$ cat config.mk
export PLATFORM = sky130hd
export DESIGN_NAME = dmem_port_arbiter_flat
export DESIGN_NICKNAME = d
export VERILOG_FILES = /design/src/rtl/dmem_port_arbiter_if.sv /design/src/rtl/dmem_port_arbiter.sv /design/src/flat_wrapper.sv
export SDC_FILE = /design/constraint.sdc
export NUM_CORES = 1
export LEC_CHECK = 0
export CORE_AREA = 2 2 118 120
export DETAILED_ROUTE_END_ITERATION = 10
export DIE_AREA = 0 0 120 122
export PLACE_DENSITY = 0.65
export SYNTH_ARGS = -nofsm -noshare
export SYNTH_HDL_FRONTEND = slang
export SYNTH_SLANG_ARGS = --single-unit
$ cat constraint.sdc
create_clock -name clk -period 2.22 [get_ports clk]
set_input_delay 0.666 -clock clk [delete_from_list [all_inputs] [get_ports clk]]
set_output_delay 0.666 -clock clk [all_outputs]
set_load 0.03 [all_outputs]
$ cat src/rtl/dmem_port_arbiter_if.sv
// rtl/dmem_port_arbiter_if.sv - bus bundle between CPU MEM stage, secondary master, arbiter and data memory
//
// Purpose: groups every handshake/bus signal of the data-memory port arbiter.
// Modports:
//   master - the requesters and the memory: drive cpu_*/dev_* requests and
//            mem_rdata, observe grants, stall and read returns.
//   slave  - the arbiter: observes requests and mem_rdata, drives grants,
//            stall, read returns and the mem_* port.
// Signal summary:
//   cpu_req/cpu_we/cpu_addr/cpu_wdata/cpu_op  CPU MEM stage access
//   cpu_rdata, cpu_stall                      load data / CPU denied this cycle
//   dev_req/dev_we/dev_addr/dev_wdata/dev_op  device access, held until dev_gnt
//   dev_gnt, dev_rvalid, dev_rdata            device grant and read return
//   mem_addr/mem_wdata/mem_op/mem_we          physical memory port
//   mem_rdata                                 memory data, one cycle after address

interface dmem_port_arbiter_if;
  logic        cpu_req;
  logic        cpu_we;
  logic [31:0] cpu_addr;
  logic [31:0] cpu_wdata;
  logic [2:0]  cpu_op;
  logic [31:0] cpu_rdata;
  logic        cpu_stall;

  logic        dev_req;
  logic        dev_we;
  logic [31:0] dev_addr;
  logic [31:0] dev_wdata;
  logic [2:0]  dev_op;
  logic        dev_gnt;
  logic        dev_rvalid;
  logic [31:0] dev_rdata;

  logic [31:0] mem_addr;
  logic [31:0] mem_wdata;
  logic [2:0]  mem_op;
  logic        mem_we;
  logic [31:0] mem_rdata;

  modport master (
    output cpu_req, cpu_we, cpu_addr, cpu_wdata, cpu_op,
    input  cpu_rdata, cpu_stall,
    output dev_req, dev_we, dev_addr, dev_wdata, dev_op,
    input  dev_gnt, dev_rvalid, dev_rdata,
    input  mem_addr, mem_wdata, mem_op, mem_we,
    output mem_rdata
  );

  modport slave (
    input  cpu_req, cpu_we, cpu_addr, cpu_wdata, cpu_op,
    output cpu_rdata, cpu_stall,
    input  dev_req, dev_we, dev_addr, dev_wdata, dev_op,
    output dev_gnt, dev_rvalid, dev_rdata,
    output mem_addr, mem_wdata, mem_op, mem_we,
    input  mem_rdata
  );
endinterface

$ cat src/rtl/dmem_port_arbiter.sv
// rtl/dmem_port_arbiter.sv - shares the data-memory port between the CPU MEM stage and a secondary master
//
// Purpose: CPU has default priority; a starvation counter forces a device slot
// after STARVE_MAX consecutive denied device cycles. When the CPU loses a slot
// cpu_stall is raised so the pipeline holds. Read data returns one cycle after
// the grant and is steered back to whichever side issued the read.
// Ports:
//   clk  - system clock, all state on posedge
//   clr  - asynchronous active-low reset
//   bus  - dmem_port_arbiter_if.slave (requests, grants, read returns, mem port)
// Parameters:
//   STARVE_MAX - denied device cycles before a forced grant (0: device always wins)
//   CNT_W      - starvation counter width, must hold STARVE_MAX

module dmem_port_arbiter #(
  parameter int unsigned STARVE_MAX = 4,
  parameter int unsigned CNT_W      = 3
) (
  input logic                clk,
  input logic                clr,
  dmem_port_arbiter_if.slave bus
);

  // One-hot-style encoding so each read-return output decodes from a single
  // state bit straight out of the register.
  typedef enum logic [1:0] {
    RD_NONE = 2'b00,
    RD_CPU  = 2'b01,
    RD_DEV  = 2'b10
  } rd_state_e;

  localparam logic [CNT_W-1:0] STARVE_LIM = CNT_W'(STARVE_MAX);

  logic [CNT_W-1:0] starve_cnt_q;
  logic [CNT_W-1:0] starve_cnt_d;
  rd_state_e        rd_state_q;
  rd_state_e        rd_state_d;

  logic dev_gnt;
  logic cpu_gnt;
  logic starved;

  // ---------------------------------------------------------------------------
  // Arbitration: purely combinational within the cycle.
  // With STARVE_MAX = 0 the counter never leaves 0, so starved is constantly
  // true and the device wins every contended cycle.
  // ---------------------------------------------------------------------------
  assign starved = (starve_cnt_q == STARVE_LIM);
  assign dev_gnt = bus.dev_req & (~bus.cpu_req | starved);
  assign cpu_gnt = bus.cpu_req & ~dev_gnt;

  assign bus.dev_gnt   = dev_gnt;
  assign bus.cpu_stall = bus.cpu_req & dev_gnt;

  // ---------------------------------------------------------------------------
  // Port mux: idle port drives all zeros so no stray write can reach memory.
  // ---------------------------------------------------------------------------
  assign bus.mem_we    = dev_gnt ? bus.dev_we    : (cpu_gnt ? bus.cpu_we    : 1'b0);
  assign bus.mem_addr  = dev_gnt ? bus.dev_addr  : (cpu_gnt ? bus.cpu_addr  : 32'd0);
  assign bus.mem_wdata = dev_gnt ? bus.dev_wdata : (cpu_gnt ? bus.cpu_wdata : 32'd0);
  assign bus.mem_op    = dev_gnt ? bus.dev_op    : (cpu_gnt ? bus.cpu_op    : 3'd0);

  // ---------------------------------------------------------------------------
  // Starvation counter: counts consecutive denied device-request cycles,
  // saturating at the limit; any grant or dropped request restarts it.
  // ---------------------------------------------------------------------------
  always_comb begin
    starve_cnt_d = '0;
    if (dev_gnt) begin
      starve_cnt_d = '0;
    end else if (bus.dev_req) begin
      if (starve_cnt_q < STARVE_LIM) begin
        starve_cnt_d = starve_cnt_q + CNT_W'(1);
      end else begin
        starve_cnt_d = starve_cnt_q;
      end
    end else begin
      starve_cnt_d = '0;
    end
  end

  // ---------------------------------------------------------------------------
  // Read-return tracking: remembers which side owns the data memory returns
  // next cycle. Grants are mutually exclusive, so at most one branch fires.
  // Writes finish in their grant cycle and leave the FSM in RD_NONE.
  // ---------------------------------------------------------------------------
  always_comb begin
    rd_state_d = RD_NONE;
    if (cpu_gnt && !bus.cpu_we) begin
      rd_state_d = RD_CPU;
    end else if (dev_gnt && !bus.dev_we) begin
      rd_state_d = RD_DEV;
    end
  end

  // Async reset discards any in-flight return immediately and hands the CPU
  // priority in the next contention by zeroing the counter.
  always_ff @(posedge clk or negedge clr) begin
    if (!clr) begin
      starve_cnt_q <= '0;
      rd_state_q   <= RD_NONE;
    end else begin
      starve_cnt_q <= starve_cnt_d;
      rd_state_q   <= rd_state_d;
    end
  end

  // Return data is only exposed to the side that issued the read; otherwise
  // the outputs are held at zero so neither consumer sees stale memory data.
  assign bus.dev_rvalid = rd_state_q[1];
  assign bus.dev_rdata  = rd_state_q[1] ? bus.mem_rdata : 32'd0;
  assign bus.cpu_rdata  = rd_state_q[0] ? bus.mem_rdata : 32'd0;

endmodule

$ cat src/flat_wrapper.sv
// flat-port wrapper written by rule: the top's interface ports become plain ports
module dmem_port_arbiter_flat 
#(
  parameter int unsigned STARVE_MAX = 4,
  parameter int unsigned CNT_W      = 3
)
  (clk, clr, bus_cpu_req, bus_cpu_we, bus_cpu_addr, bus_cpu_wdata, bus_cpu_op, bus_cpu_rdata, bus_cpu_stall, bus_dev_req, bus_dev_we, bus_dev_addr, bus_dev_wdata, bus_dev_op, bus_dev_gnt, bus_dev_rvalid, bus_dev_rdata, bus_mem_addr, bus_mem_wdata, bus_mem_op, bus_mem_we, bus_mem_rdata);
  dmem_port_arbiter_if bus_i ();
  input logic clk;
  input logic clr;
  input wire logic [$bits(bus_i.cpu_req)-1:0] bus_cpu_req;
  input wire logic [$bits(bus_i.cpu_we)-1:0] bus_cpu_we;
  input wire logic [$bits(bus_i.cpu_addr)-1:0] bus_cpu_addr;
  input wire logic [$bits(bus_i.cpu_wdata)-1:0] bus_cpu_wdata;
  input wire logic [$bits(bus_i.cpu_op)-1:0] bus_cpu_op;
  output wire logic [$bits(bus_i.cpu_rdata)-1:0] bus_cpu_rdata;
  output wire logic [$bits(bus_i.cpu_stall)-1:0] bus_cpu_stall;
  input wire logic [$bits(bus_i.dev_req)-1:0] bus_dev_req;
  input wire logic [$bits(bus_i.dev_we)-1:0] bus_dev_we;
  input wire logic [$bits(bus_i.dev_addr)-1:0] bus_dev_addr;
  input wire logic [$bits(bus_i.dev_wdata)-1:0] bus_dev_wdata;
  input wire logic [$bits(bus_i.dev_op)-1:0] bus_dev_op;
  output wire logic [$bits(bus_i.dev_gnt)-1:0] bus_dev_gnt;
  output wire logic [$bits(bus_i.dev_rvalid)-1:0] bus_dev_rvalid;
  output wire logic [$bits(bus_i.dev_rdata)-1:0] bus_dev_rdata;
  output wire logic [$bits(bus_i.mem_addr)-1:0] bus_mem_addr;
  output wire logic [$bits(bus_i.mem_wdata)-1:0] bus_mem_wdata;
  output wire logic [$bits(bus_i.mem_op)-1:0] bus_mem_op;
  output wire logic [$bits(bus_i.mem_we)-1:0] bus_mem_we;
  input wire logic [$bits(bus_i.mem_rdata)-1:0] bus_mem_rdata;
  assign bus_i.cpu_req = bus_cpu_req;
  assign bus_i.cpu_we = bus_cpu_we;
  assign bus_i.cpu_addr = bus_cpu_addr;
  assign bus_i.cpu_wdata = bus_cpu_wdata;
  assign bus_i.cpu_op = bus_cpu_op;
  assign bus_cpu_rdata = bus_i.cpu_rdata;
  assign bus_cpu_stall = bus_i.cpu_stall;
  assign bus_i.dev_req = bus_dev_req;
  assign bus_i.dev_we = bus_dev_we;
  assign bus_i.dev_addr = bus_dev_addr;
  assign bus_i.dev_wdata = bus_dev_wdata;
  assign bus_i.dev_op = bus_dev_op;
  assign bus_dev_gnt = bus_i.dev_gnt;
  assign bus_dev_rvalid = bus_i.dev_rvalid;
  assign bus_dev_rdata = bus_i.dev_rdata;
  assign bus_mem_addr = bus_i.mem_addr;
  assign bus_mem_wdata = bus_i.mem_wdata;
  assign bus_mem_op = bus_i.mem_op;
  assign bus_mem_we = bus_i.mem_we;
  assign bus_i.mem_rdata = bus_mem_rdata;
  dmem_port_arbiter #(.STARVE_MAX(STARVE_MAX), .CNT_W(CNT_W)) u_core (.clk(clk), .clr(clr), .bus(bus_i));
endmodule
* Word level (Yosys, flattened, before mapping)
Index checks and enable logic that the tools add are counted.
Storage, ports and cells: input bits 172, logic and storage cells 31, register bits 5, output and inout bits 135
Operators by class: add/subtract/negate cells 1, reductions and logical operators 4, bitwise logic cells 6, equality and inequality tests 2, muxes and demuxes 15, $lt $le $gt $ge 1
Operators with widths (count):
- $mux W32 | 6
- $mux W3 | 5
- $mux W2 | 2
- $add A3 B1 Y3 const B | 1
- $and A1 B1 Y1 | 3
- $eq A3 B3 Y1 const B | 1
- $lt A3 B3 Y1 const B | 1
- $ne A3 B1 Y1 const B | 1
- $logic_and A1 B1 Y1 | 2
- $logic_not A1 Y1 | 2
- $mux W1 | 2
- $not A1 Y1 | 2
- $or A1 B1 Y1 | 1

* Logic depth before layout (Yosys ltp)
Gate-level depths: netlist of run 1.
depth after elaboration 7, gate-level depth with buffers 7, depth with buffers taken out 4

* Worst setup path after synthesis of run 1
Ideal clock, no wire load.
path kind input to output, from input port bus_dev_req, to output port bus_mem_addr[20], stages on the path 6, path slack -0.244 ns, arrival 1.798 ns, data required time 1.554 ns, buffers on the path 4, cells stage by stage buf_2 and3_4 buf_6 buf_6 buf_6 o22ai_1
On the way: word-level cells in the longest chain between the ends 5
RTL lines:
- start: declaration | line flat_wrapper.sv:18 | input wire logic [$bits(bus_i.dev_req)-1:0] bus_dev_req;
- $and A1 B1 Y1 (*) | line dmem_port_arbiter.sv:49 | assign dev_gnt = bus.dev_req & (~bus.cpu_req | starved);
- $not A1 Y1 | line dmem_port_arbiter.sv:50 | assign cpu_gnt = bus.cpu_req & ~dev_gnt;
- $and A1 B1 Y1 | line dmem_port_arbiter.sv:50
- $mux W32 | line dmem_port_arbiter.sv:59 | assign bus.mem_addr = dev_gnt ? bus.dev_addr : (cpu_gnt ? bus.cpu_addr : 32'd0);
- $mux W32 (*) | line dmem_port_arbiter.sv:59
- end: declaration | line flat_wrapper.sv:26 | output wire logic [$bits(bus_i.mem_addr)-1:0] bus_mem_addr;
Mark *: on every way between the ends. The rest lies on a longest branch, timed or not.

* Final worst setup path of run 1
from input port bus_cpu_req, to output port bus_mem_wdata[19]
On the way: word-level cells in the longest chain between the ends 7
RTL lines:
- start: declaration | line flat_wrapper.sv:11 | input wire logic [$bits(bus_i.cpu_req)-1:0] bus_cpu_req;
- $not A1 Y1 | line dmem_port_arbiter.sv:49
- $or A1 B1 Y1 | line dmem_port_arbiter.sv:49
- $and A1 B1 Y1 | line dmem_port_arbiter.sv:49
- $not A1 Y1 | line dmem_port_arbiter.sv:50
- $and A1 B1 Y1 | line dmem_port_arbiter.sv:50
- $mux W32 | line dmem_port_arbiter.sv:60 | assign bus.mem_wdata = dev_gnt ? bus.dev_wdata : (cpu_gnt ? bus.cpu_wdata : 32'd0);
- $mux W32 (*) | line dmem_port_arbiter.sv:60
- end: declaration | line flat_wrapper.sv:27 | output wire logic [$bits(bus_i.mem_wdata)-1:0] bus_mem_wdata;
Marks and branches as above.

==> out/results.tsv, run 1 <==
stage	metric	value	unit
logic_synthesis	top post-synthesis cells by count	138 x sky130_fd_sc_hd__nand2_1, 68 x sky130_fd_sc_hd__o22ai_1, 64 x sky130_fd_sc_hd__and2_1, 19 x sky130_fd_sc_hd__clkbuf_1, 15 x sky130_fd_sc_hd__buf_2	
pwr	design internal power	0.969	mW
floorplan	die boundary width	120	um
critical_path	startpoint of the worst register-to-register path	u_core.starve_cnt_q[1]	
critical_path	number of cells on the worst reg-to-reg path	6	
routing	routed via count	3551	
critical_path	data arrival at the endpoint of the critical path	1.66	ns
job	max-capacitance violation count	0	
pwr	combinational fraction of design power	75.7	%
floorplan	core area	0.0135	mm^2
critical_path	maximum fanout count along the critical path	15	
timing	# setup viols final	68	
logic_synthesis	synthesis warning total	0	
clock_tree	clock latency of the later-clocked register in the worst-skew pair	0.23	ns
floorplan	area of the die	0.0146	mm^2
routing	Detailed Routing Iterations Pass 1	4	
clock_tree	CTS clock-pin slew for the worst setup and hold paths	0.03	ns
critical_path	path type of the worst setup path	in2out	
placed_design	estimated wirelength of the detail-placed design	10600	um
critical_path	R2R setup slack	0.82	ns
routing	DR WL/cell	15.9	um
critical_path	Critical Path End Type	output port	
timing	transition time of the tightest slew-check pin	0.716	ns
routing	total DRC errors in the routed layout	0	
logic_synthesis	count of flip-flops with a built-in enable after synthesis	0	
clock_tree	number of hold-repair buffers added at the cts stage	0	
timing	normalized max-slew margin	52.2	%
logic_synthesis	biggest area consumer among synthesized cells	sky130_fd_sc_hd__nand2_1	
clock_tree	clock tree buffer depth	2	
clock_tree	number of levels in the clock H-tree	1	
logic_synthesis	Post-Syn Instances	331	
critical_path	sort of element at the start of the critical path	primary input	
routing	1st-iter DRT viols	82	
pwr	share of power burned in registers	6.4	%
cells_and_area	layout-stage area growth over the synthesis result	216	%
global_route	global-route wire length before repair	18400	um
outcome	result of the run	complete, but fails checks	
clock_tree	number of buffers added by the clock tree synthesis step	3	
cells_and_area	number of nets in the finished design	816	
timing	Slew Limit Fails	0	
logic_synthesis	share of the synthesized area in the top cell type	29.0	%
logic_synthesis	number of storage elements in the synthesis netlist	5	
floorplan	height of the die	122	um
cells_and_area	share of layout cells above drive strength 1	36.2	%
placed_design	routability congestion estimate from global placement	0.808	
placed_design	count of input and output buffers	306	
logic_synthesis	adder-cell share of the synthesized area	1.40	%
logic_synthesis	post-synthesis simple-gate area fraction	55.5	%
logic_synthesis	cell types occupying the most area after synthesis	sky130_fd_sc_hd__nand2_1 29%, sky130_fd_sc_hd__o22ai_1 24%, sky130_fd_sc_hd__and2_1 22%, sky130_fd_sc_hd__dfrtp_1 7.0%, sky130_fd_sc_hd__buf_2 4.2%	
cells_and_area	final core utilization	41.8	%
logic_synthesis	synthesized cell area	0.00179	mm^2
logic_synthesis	combinational family with the most area after synthesis	simple AND/OR/NAND/NOR gates	
global_route	via count of the first global-routing pass	3563	
clock_tree	CTS tree	done	
logic_synthesis	most common cell in the synthesized netlist	sky130_fd_sc_hd__nand2_1	
timing	worst hold slack	0.662	ns
critical_path	destination of the worst register-to-register timing path	u_core.rd_state_q[0]	
global_route	initial antenna violation count	1	
pwr	fraction of power spent switching nets	40.3	%
critical_path	Required @ worst endpoint	1.55	ns
floorplan	Rows	43	
outcome	failing checks	negative setup slack	
logic_synthesis	mean cell area of the mapped netlist	5.41	um^2
critical_path	series of cell instances along the critical path	buf_2 > a21boi_4 > buf_12 > buf_4 > o22ai_2 > buf_6	
critical_path	Crit-path slowest cell	sky130_fd_sc_hd__o22ai_2	
timing	fin crit share	105	%
timing	worst-case setup margin in the final layout	-0.109	ns
global_route	residual overflow from global routing	0	
logic_synthesis	top_reg_cell synth	sky130_fd_sc_hd__dfrtp_1	
timing	post-layout minimum cycle time	2.33	ns
global_route	maximum number of pins on one net before global-route repair	44	
pwr	Clock power frac	18.0	%
timing	setup TNS	-5.20	ns
pwr	power density over the cells	288	mW/mm^2
timing	worst clock skew on the final layout	0.000676	ns
floorplan	I/O Pins	307	
timing	Fmax achieved	0.429	GHz
logic_synthesis	Synth Area in Compound Gates	25.0	%
logic_synthesis	async set-or-reset flop fraction in the synthesized netlist	100	%
timing	Fin. Hold Viols	0	
logic_synthesis	synth unique cells	18	
clock_tree	root buf cell	sky130_fd_sc_hd__clkbuf_16	
logic_synthesis	post-synthesis share of cell area spent on xor and xnor gates	0	%
pwr	Sw Pwr	0.656	mW
global_route	GRT Util Overall	15.9	%
logic_synthesis	total nets after synthesis	505	
routing	Avg Vias per Cell	4.32	
routing	Post-Route WL	13100	um
routing	count of antenna-violating nets left after detailed routing	0	
critical_path	largest incremental delay on the critical path	0.20	ns
hold_path	Worst Hold Class	in2async	
timing	setup repair after global routing missed its margin	true	
logic_synthesis	multiplexer share of the synthesized area	0	%
floorplan	effective utilization at floorplan	13.2	%
pwr	IR drop worst, VDD	0.000175	V
pwr	leak pwr	2.52	nW
logic_synthesis	post-synthesis sequential area ratio	6.99	%
clock_tree	Clock Sinks	5	
==> power by group through the flow <==
| stage | Clock (mW) | Sequential (mW) | Combinational [mW] |
|---|---|---|---|
| global placement | 0 | 0.104 | 1.12 |
| detailed placement | 0 | 0.104 | 1.13 |
| global route | 0.303 | 0.105 | 1.30 |
| floorplan | 0 | 0.100 | 0.508 |
| finish | 0.292 | 0.103 | 1.23 |
| CTS | 0.296 | 0.103 | 1.18 |
==> layout make-up <==
type	count	area [um^2]
clock buffers	4	78.8
well taps	180	225
diodes	1	2.50
fillers	1338	7860
multi-input cells	286	1830
inverters	2	7.51
flip-flops and latches	5	125
repair buffers	344	3380
==> worst max-delay path by stage <==
stage / startpoint / to / cells past startpoint
after detailed placement: bus_cpu_req / bus_mem_addr[14] / 6
after CTS: u_core.starve_cnt_q[1] / bus_mem_addr[16] / 7
after global routing: u_core.starve_cnt_q[0] / bus_mem_addr[5] / 7
final: bus_cpu_req / bus_mem_wdata[19] / 6
after global placement: bus_dev_we / bus_mem_we / 4
after floorplan: bus_dev_req / bus_mem_addr[0] / 5
==> logic make-up after synthesis <==
group,count (synthesis)
simple gates,213
compound gates,71
buf+inv,40
flops,5
fa+ha+maj,2
==> sequential cells by signal, indices dropped and copies added, names as in the netlist <==
register / cells
u_core.rd_state_q: 2
u_core.starve_cnt_q: 3
==> per-stage QoR <==
step                      power [mW]  setup WS (ns)  area [um^2]  std cells
after floorplan                0.609         -0.159         1910        331
after global placement          1.22         -0.110         5020        809
after detailed placement        1.23         -0.123         5020        809
after CTS                       1.58         -0.114         5440        820
after global routing            1.70         -0.190         5650        821
final                           1.62         -0.109         5650        822
==> cells in the final DEF, fill, tap and decap left out, types with 2 or more instances in the layout <==
cell type                         netlist  routed
sky130_fd_sc_hd__dfrtp_1                5       5
sky130_fd_sc_hd__buf_2                 15       2
sky130_fd_sc_hd__buf_8                  0       5
sky130_fd_sc_hd__o22ai_2                0      42
sky130_fd_sc_hd__clkdlybuf4s50_1        0     169
sky130_fd_sc_hd__nand3b_1               2       2
sky130_fd_sc_hd__buf_6                  4      43
sky130_fd_sc_hd__inv_2                  0       2
sky130_fd_sc_hd__a21oi_1                2       2
sky130_fd_sc_hd__o22ai_1               68      21
sky130_fd_sc_hd__buf_12                 0      13
sky130_fd_sc_hd__clkbuf_16              0       3
sky130_fd_sc_hd__nor3b_1                3       3
sky130_fd_sc_hd__nor2_1                 2       2
sky130_fd_sc_hd__nand2_1              138     137
sky130_fd_sc_hd__o22ai_4                0       5
sky130_fd_sc_hd__and2_1                64      64
sky130_fd_sc_hd__buf_4                  0     110
==> timing repair <==
action	CTS	global route
pin swaps	2	2
cloned	2	0
setup endpoints to repair	69	69
gates resized for setup	54	44
setup buffers	5	2
==> worst max-delay path, delay by kind of cell <==
| kind | cells | cell delay [ns] |
|---|---|---|
| compound gates | 2 | 0.35 |
| buf+inv | 4 | 0.64 |
==> metal layers <==
layer | wire [um] | global-route usage (%)
met1 | 4470 | 16.0
met2 | 7240 | 32.5
met3 | 1080 | 3.28
met4 | 306 | 4.56
met5 | 0 | 0
No activity file was read; power rests on OpenSTA's default activity.
==> inputs of run 2 (changes only) <==
- ABC_AREA: not set -> 1
- CORE_AREA: 2 2 118 120 -> 2 2 120 122
- DIE_AREA: 0 0 120 122 -> 0 0 122 124
- PLACE_DENSITY: 0.65 -> 0.64
==> run 2 against run 1 <==
The run still ends with negative setup slack left. Area after synthesis is 3.9% higher. Register-to-register slack better by 0.07 ns. Die area rose by 3.3%. Cell count rose by 7.5%. Clock skew increased by 0.0016 ns. Largest cell class unchanged.
==> out/results.tsv, run 2 <==
stage	metric	value	unit	change
outcome	result of the run	complete, but fails checks		unchanged
outcome	failing checks	negative setup slack		unchanged
logic_synthesis	combinational family with the most area after synthesis	simple AND/OR/NAND/NOR gates		unchanged
logic_synthesis	number of storage elements in the synthesis netlist	5		unchanged
clock_tree	number of hold-repair buffers added at the cts stage	0		unchanged
cells_and_area	multi-input combinational cell area	0.00156	mm^2	was 0.00183 mm^2
global_route	initial antenna violation count	0		was 1
logic_synthesis	top_reg_cell synth	sky130_fd_sc_hd__dfrtp_1		unchanged
clock_tree	clock latency of the later-clocked register in the worst-skew pair	0.23	ns	about the same
placed_design	routability congestion estimate from global placement	0.808		about the same
pwr	leak pwr	3.17	nW	was 2.52 nW
timing	worst clock skew on the final layout	0.00227	ns	was 0.000676 ns
pwr	Clock power frac	17.5	%	was 18.0%
cells_and_area	number of flip-flops in the largest register	3		unchanged
timing	Fin. Hold Viols	0		unchanged
routing	total DRC errors in the routed layout	0		unchanged
critical_path	maximum fanout count along the critical path	7		was 15
global_route	via count of the first global-routing pass	3390		was 3563
logic_synthesis	synthesized cell area	0.00186	mm^2	was 0.00179 mm^2
critical_path	startpoint of the worst register-to-register path	u_core.starve_cnt_q[0]		was u_core.starve_cnt_q[1]
cells_and_area	commonest cells after routing, fill and taps aside	169 x sky130_fd_sc_hd__clkdlybuf4s50_1, 116 x sky130_fd_sc_hd__nand2_1, 101 x sky130_fd_sc_hd__nand3_1		was 169 x sky130_fd_sc_hd__clkdlybuf4s50_1, 137 x sky130_fd_sc_hd__nand2_1, 110 x sky130_fd_sc_hd__buf_4
pwr	design internal power	0.991	mW	was 0.969 mW
critical_path	Critical Path End Type	output port		unchanged
hold_path	Endpoint, Worst Hold	u_core.starve_cnt_q[1]		
cells_and_area	final core utilization	41.8	%	about the same
pwr	share of power burned in registers	5.8	%	was 6.4%
clock_tree	CTS clock-pin slew for the worst setup and hold paths	0.03	ns	about the same
logic_synthesis	Post-Syn Instances	398		was 331
timing	normalized max-slew margin	73.7	%	was 52.2%
logic_synthesis	adder-cell share of the synthesized area	1.35	%	was 1.40%
placed_design	estimated wirelength of the detail-placed design	9510	um	was 10600 um
pwr	Sw Pwr	0.695	mW	was 0.656 mW
logic_synthesis	multiplexer share of the synthesized area	0	%	unchanged
logic_synthesis	async set-or-reset flop fraction in the synthesized netlist	100	%	unchanged
pwr	power density over the cells	294	mW/mm^2	was 288 mW/mm^2
routing	Avg Vias per Cell	4.10		was 4.32
critical_path	number of cells on the worst reg-to-reg path	8		was 6
logic_synthesis	count of flip-flops with a built-in enable after synthesis	0		unchanged
floorplan	die boundary width	122	um	was 120 um
routing	Post-Route WL	12400	um	was 13100 um
logic_synthesis	total nets after synthesis	572		was 505
logic_synthesis	post-synthesis sequential area ratio	6.73	%	was 6.99%
routing	Detailed Routing Iterations Pass 1	4		unchanged
critical_path	R2R setup slack	0.89	ns	was 0.82 ns
clock_tree	number of levels in the clock H-tree	1		unchanged
cells_and_area	cell area after layout	0.00573	mm^2	was 0.00565 mm^2
cells_and_area	Register Area	125	um^2	unchanged
cells_and_area	layout-stage area growth over the synthesis result	208	%	was 216%
critical_path	sort of element at the start of the critical path	register		was primary input
routing	DR WL/cell	14.0	um	was 15.9 um
timing	# setup viols final	68		unchanged
clock_tree	root buf cell	sky130_fd_sc_hd__clkbuf_16		unchanged
critical_path	destination of the worst register-to-register timing path	u_core.rd_state_q[1]		was u_core.rd_state_q[0]
timing	transition time of the tightest slew-check pin	0.394	ns	was 0.716 ns
timing	fin crit share	105	%	about the same
floorplan	effective utilization at floorplan	13.6	%	was 13.2%
floorplan	area of the die	0.0151	mm^2	was 0.0146 mm^2
job	max-capacitance violation count	0		unchanged
critical_path	start point of the critical path	u_core.starve_cnt_q[0]		was bus_cpu_req
global_route	maximum number of pins on one net before global-route repair	34		was 44
clock_tree	Clock Sinks	5		unchanged
timing	setup repair after global routing missed its margin	true		unchanged
timing	post-layout minimum cycle time	2.34	ns	was 2.33 ns
critical_path	Required @ worst endpoint	1.55	ns	about the same
logic_synthesis	synthesis warning total	0		unchanged
hold_path	Worst Hold Class	reg2reg		was in2async
timing	worst-case setup margin in the final layout	-0.121	ns	was -0.109 ns
logic_synthesis	Synth Area in Compound Gates	0.269	%	was 25.0%
logic_synthesis	post-synthesis share of cell area spent on xor and xnor gates	0.471	%	was 0%
floorplan	height of the die	124	um	was 122 um
floorplan	I/O Pins	307		unchanged
pwr	fraction of power spent switching nets	41.2	%	was 40.3%
logic_synthesis	mean cell area of the mapped netlist	4.67	um^2	was 5.41 um^2
cells_and_area	antenna cells	0		was 1
timing	Slew Limit Fails	0		unchanged
cells_and_area	largest register by flop count	u_core.starve_cnt_q		unchanged
pwr	IR drop worst, VDD	0.000253	V	was 0.000175 V
hold_path	number of stages on the worst hold path	3		
routing	routed via count	3625		was 3551
global_route	residual overflow from global routing	0		unchanged
logic_synthesis	biggest area consumer among synthesized cells	sky130_fd_sc_hd__nand3_1		was sky130_fd_sc_hd__nand2_1
logic_synthesis	share of the synthesized area in the top cell type	36.6	%	was 29.0%
global_route	GRT Util Overall	14.3	%	was 15.9%
critical_path	path type of the worst setup path	reg2out		was in2out
clock_tree	clock tree buffer depth	2		unchanged
floorplan	core area	0.0137	mm^2	was 0.0135 mm^2
critical_path	data arrival at the endpoint of the critical path	1.67	ns	was 1.66 ns
cells_and_area	leading registers by flop count	u_core.starve_cnt_q (3), u_core.rd_state_q (2)		unchanged
cells_and_area	leading cell type in the layout, fill and taps excluded	sky130_fd_sc_hd__clkdlybuf4s50_1		unchanged
placed_design	count of input and output buffers	306		unchanged
floorplan	Rows	43		unchanged
logic_synthesis	top post-synthesis cells by count	136 x sky130_fd_sc_hd__nand2_1, 136 x sky130_fd_sc_hd__nand3_1, 71 x sky130_fd_sc_hd__inv_1, 14 x sky130_fd_sc_hd__buf_2, 11 x sky130_fd_sc_hd__clkbuf_1		was 138 x sky130_fd_sc_hd__nand2_1, 68 x sky130_fd_sc_hd__o22ai_1, 64 x sky130_fd_sc_hd__and2_1, 19 x sky130_fd_sc_hd__clkbuf_1, 15 x sky130_fd_sc_hd__buf_2
logic_synthesis	cell types occupying the most area after synthesis	sky130_fd_sc_hd__nand3_1 37%, sky130_fd_sc_hd__nand2_1 27%, sky130_fd_sc_hd__inv_1 14%, sky130_fd_sc_hd__dfrtp_1 6.7%, sky130_fd_sc_hd__buf_2 3.8%		was sky130_fd_sc_hd__nand2_1 29%, sky130_fd_sc_hd__o22ai_1 24%, sky130_fd_sc_hd__and2_1 22%, sky130_fd_sc_hd__dfrtp_1 7.0%, sky130_fd_sc_hd__buf_2 4.2%
cells_and_area	Fillers	1435		was 1338
placed_design	placed cell area	0.00492	mm^2	was 0.00502 mm^2
routing	count of antenna-violating nets left after detailed routing	0		unchanged
global_route	global-route wire length before repair	17200	um	was 18400 um
cells_and_area	share of layout cells above drive strength 1	33.1	%	was 36.2%
pwr	total chip power	1.69	mW	was 1.62 mW
cells_and_area	number of nets in the finished design	879		was 816
routing	1st-iter DRT viols	84		was 82
clock_tree	CTS tree	done		unchanged
pwr	combinational fraction of design power	76.8	%	was 75.7%
logic_synthesis	synth unique cells	16		was 18
hold_path	critical hold path startpoint	u_core.starve_cnt_q[1]		
logic_synthesis	post-synthesis simple-gate area fraction	66.8	%	was 55.5%
clock_tree	number of buffers added by the clock tree synthesis step	3		unchanged
timing	Fmax achieved	0.427	GHz	was 0.429 GHz
-- run 2: cell types whose count changed in the layout (fill, tap and decap cells not counted), sizes merged, moves of 2 or more --
cell,delta
and2,-64
buf,-6
nor2,+4
nor3b,-3
nand3,+136
nand3b,-2
o22ai,-68
inv,+70
-- run 2: stage by stage --
step,TNS [ns],hold slack (ns),cells,worst slack [ns]
finish,-4.92,0.620,884,-0.121
floorplan,0,0.370,398,0.0195
global route,-11.55,0.658,884,-0.200
detailed placement,-0.112,0.537,868,-0.0408
CTS,-6.44,0.614,883,-0.149
global placement,-0.102,0.535,868,-0.0420
-- run 2: repair_timing --
action                     in CTS  in global routing
pin swaps                      14                 13
setup buffers                   8                  1
setup endpoints to repair      70                 70
resized for setup             111                 27
cloned                          3                  1
-- run 2: worst max-delay path by stage --
stage,slack [ns],end
after CTS,-0.15,bus_mem_op[2]
after detailed placement,-0.04,bus_mem_op[0]
after floorplan,0.02,bus_cpu_stall
final,-0.12,bus_mem_wdata[21]
after global placement,-0.04,bus_mem_op[0]
after global routing,-0.20,bus_mem_wdata[21]
-- run 2: cell families (layout without fill, tap and decap cells) --
family,after synthesis,after routing
buf+inv,108,414
compound gates,1,1
flops,5,5
xor+xnor,1,1
fa+ha+maj,2,2
simple gates,281,281
-- run 2: layer usage --
metal	track usage, %	wire length, um
met5	0	0
met4	2.08	97
met3	3.75	1230
met2	29.0	6640
met1	15.0	4400
-- run 2: final cells by class --
class,count,share of cell area (%)
timing repair buffer,338,60.6
multi-input combinational,285,27.2
inverter,72,4.72
tap,180,3.93
sequential,5,2.18
clock buffer,4,1.38
-- run 2: power groups by stage --
stage	combinational [mW]	sequential, mW	clock (mW)
detailed placement	1.13	0.0986	0
floorplan	0.502	0.101	0
CTS	1.28	0.0970	0.298
global route	1.37	0.0974	0.310
global placement	1.13	0.0985	0
finish	1.29	0.0971	0.295
-- run 2: worst max-delay path, cell delays in order (launching register included) --
cell                      delay, ns
sky130_fd_sc_hd__dfrtp_1       0.37
sky130_fd_sc_hd__inv_1         0.06
sky130_fd_sc_hd__ha_2          0.19
sky130_fd_sc_hd__nand2_4       0.08
sky130_fd_sc_hd__nand2_8       0.10
sky130_fd_sc_hd__buf_4         0.11
sky130_fd_sc_hd__buf_6         0.09
sky130_fd_sc_hd__buf_6         0.13
sky130_fd_sc_hd__nand3_2       0.09
sky130_fd_sc_hd__nand2_2       0.09
sky130_fd_sc_hd__buf_6         0.13
==> inputs of run 3 (changes only) <==
- CTS_CLUSTER_SIZE: not set -> 40
==> results of run 3 <==
No change in the layout: final DEF, timing and power equal those of run 2.
==> edit 1: new RTL, config.mk and constraints of run 1 <==
`CNT_W` is set to 3 in 2 places; all go to 6.
--- a/src/rtl/dmem_port_arbiter.sv
+++ b/src/rtl/dmem_port_arbiter.sv
@@ -14,7 +14,7 @@
 
 module dmem_port_arbiter #(
   parameter int unsigned STARVE_MAX = 4,
-  parameter int unsigned CNT_W      = 3
+  parameter int unsigned CNT_W      = 6
 ) (
   input logic                clk,
   input logic                clr,
--- a/src/flat_wrapper.sv
+++ b/src/flat_wrapper.sv
@@ -2,7 +2,7 @@
 module dmem_port_arbiter_flat 
 #(
   parameter int unsigned STARVE_MAX = 4,
-  parameter int unsigned CNT_W      = 3
+  parameter int unsigned CNT_W      = 6
 )
   (clk, clr, bus_cpu_req, bus_cpu_we, bus_cpu_addr, bus_cpu_wdata, bus_cpu_op, bus_cpu_rdata, bus_cpu_stall, bus_dev_req, bus_dev_we, bus_dev_addr, bus_dev_wdata, bus_dev_op, bus_dev_gnt, bus_dev_rvalid, bus_dev_rdata, bus_mem_addr, bus_mem_wdata, bus_mem_op, bus_mem_we, bus_mem_rdata);
   dmem_port_arbiter_if bus_i ();
Behaviour: same outputs for any inputs over 10 cycles, from zero or initial values; that may be too few to reach the edited logic, so the function may still have changed.
==> edit 1 against run 1 <==
  * The flow still finishes with violations (negative setup slack)
  * Count of clock-buffer cells in the layout fell by 1
  * Critical path depth rose by 1
  * Die area did not move
  * Cell area rose by 8.7%
  * Area after synthesis fell by 17%
  * Non-clock buffer count rose by 7
  * Setup slack got worse by 0.26 ns
  * Utilization rose by 3.7 points
  * Wire length fell by 2.0%
  * Clock power rose by 4%
  * Power rose by 17%
  * Sequential cell count rose by 3
  * Critical endpoint is now bus_mem_wdata[29]
  * Highest routed layer unchanged
==> edit 1: results (changes against run 1) <==
metric	value	unit	change
outcome	finished, violations left		unchanged
failed_checks	negative setup slack		unchanged
gp_congestion	0.807		was 0.808
dp.cells	671		was 809
dp_hpwl	9330	um	was 10,600 um
slowest_delay	0.44	ns	was 0.20 ns
wl_per_cell	18.3	um	was 15.9 um
fin_skew	0.00358	ns	was 0.000676 ns
synth_warnings	0		unchanged
cts_made_buffers	3		unchanged
regToRegStartpoint	u_core.starve_cnt_q[5]		was u_core.starve_cnt_q[1]
rrSetupSlack	0.49	ns	was 0.82 ns
wl_met2	7190	um	was 7240 um
drt_iter0_markers	61		was 82
synth_cells	190		was 331
cp.arrival	1.93	ns	was 1.66 ns
vias	2913		was 3,551
final_nets	699		was 816
r2r_cells	6		unchanged
clock_latency	0.23	ns	about the same
routed_wl	12800	um	was 13,100 um
critPathSlowestCell	or3_4		was o22ai_2
wl_met1	4410	um	was 4470 um
syn-num-nets	364		was 505
setup_viol	70		was 68
grt_pass1_vias	2965		was 3,563
antenna_found_initial	0		was 1
drive_gt1_frac	0.501		was 0.362
synth-edff-count	0		unchanged
fillers	1257		was 1,338
setup_ws	-0.372	ns	was -0.109 ns
maxSlewHeadroom	0.743		was 0.522
async_flop_share	1.00		unchanged
synth.yosys.seq_area_share	0.135		was 0.0699
cp_max_fo	5		was 15
synth.distinct_cells	20		was 18
wl_met3	1090	um	was 1080 um
pre_cts_slack	-0.720	ns	was -0.123 ns
ys.flop_type	dfrtp_1		unchanged
synth_area_leaders	a22o_1 40%, and2_1 27%, dfrtp_1 13%, buf_2 3.4%, clkbuf_1 2.3%		was nand2_1 29%, o22ai_1 24%, and2_1 22%, dfrtp_1 7.0%, buf_2 4.2%
post-synth-top-count-cell	a22o_1		was nand2_1
timing.rr.end	u_core.starve_cnt_q[0]		was u_core.rd_state_q[0]
diodes	0		was 1
ir_drop	0.000263	V	was 0.000175 V
power_leakage	2.81	nW	was 2.52 nW
grt_max_degree	34		was 44
largestRegisters	u_core.starve_cnt_q x6, u_core.rd_state_q x2		was u_core.starve_cnt_q x3, u_core.rd_state_q x2
finalSetupTns	-23.83	ns	was -5.20 ns
min_to	u_core.starve_cnt_q[4]		
grt_pass1_wl	16700	um	was 18,400 um
clk_pin_slew	0.04	ns	
min_path_type	flop to flop		was primary input to asynchronous set/reset pin
root_buffer	clkbuf_16		unchanged
synth.cells.most_frequent	68 x a22o_1, 64 x and2_1, 10 x buf_2		was 138 x nand2_1, 68 x o22ai_1, 64 x and2_1
grtUsageTotal	0.148		was 0.159
## edit 1: worst reg2reg max path: stages, from the launching register on
cell     delay [ns]
dfrtp_1        0.37
or3_4          0.44
buf_4          0.16
buf_6          0.10
buf_6          0.12
or3_1          0.32
a21oi_1        0.15
## edit 1: how the worst max path moves through the flow
stage                                       from  depth (start not counted)  slack [ns]           endpoint
after global placement               bus_dev_req                          6       -0.67  bus_mem_wdata[27]
after detailed placement             bus_dev_req                          6       -0.72  bus_mem_wdata[27]
after CTS                 u_core.starve_cnt_q[1]                          8       -0.39  bus_mem_wdata[23]
after global routing      u_core.starve_cnt_q[5]                          7       -0.43   bus_mem_wdata[5]
final                     u_core.starve_cnt_q[5]                          7       -0.37  bus_mem_wdata[29]
after floorplan           u_core.starve_cnt_q[3]                          7       -0.11   bus_mem_addr[22]
## edit 1: metal layers
metal | GRT usage | vias to the layer above
met4 | 0.0301 | 0
li1 | - | 1386
met5 | 0 | -
met1 | 0.155 | 1347
met2 | 0.298 | 170
met3 | 0.0356 | 10
## edit 1: logic make-up (layout without fill, tap and decap cells)
logic type,Yosys count,in the layout,share of synthesized area
and+or+nand+nor,80,80,0.330
AOI/OAI and AO/OA,75,76,0.432
buffers and inverters,25,357,0.0868
adders and majority gates,2,2,0.0169
DFF,8,8,0.135
## edit 1: report_power, final
group | switching (mW) | internal (mW)
registers | 0.00158 | 0.150
logic | 0.613 | 0.830
clock network | 0.0726 | 0.232
## edit 1: final cells by class
class                           count  area (um^2)  area share
Timing Repair Buffer              351         3910       0.636
Multi-Input combinational cell    158         1720       0.281
Tap cell                          180          225      0.0367
Sequential cell                     8          200      0.0326
Clock buffer                        3         75.1      0.0122
Inverter                            3         11.3     0.00183
## edit 1: repair_timing
item                       in CTS  in global routing
gates cloned                    6                 12
setup endpoints to repair      70                 70
setup buffers                   9                  4
pin swaps                      14                 37
resized for setup              73                 21
## edit 1: metrics by stage
stage	area [um^2]	hold slack (ns)	total power, mW
finish	6140	0.612	1.90
global route	6140	0.639	1.97
CTS	5800	0.612	1.84
detailed placement	5230	0.590	1.41
global placement	5230	0.582	1.39
floorplan	1920	0.370	0.708
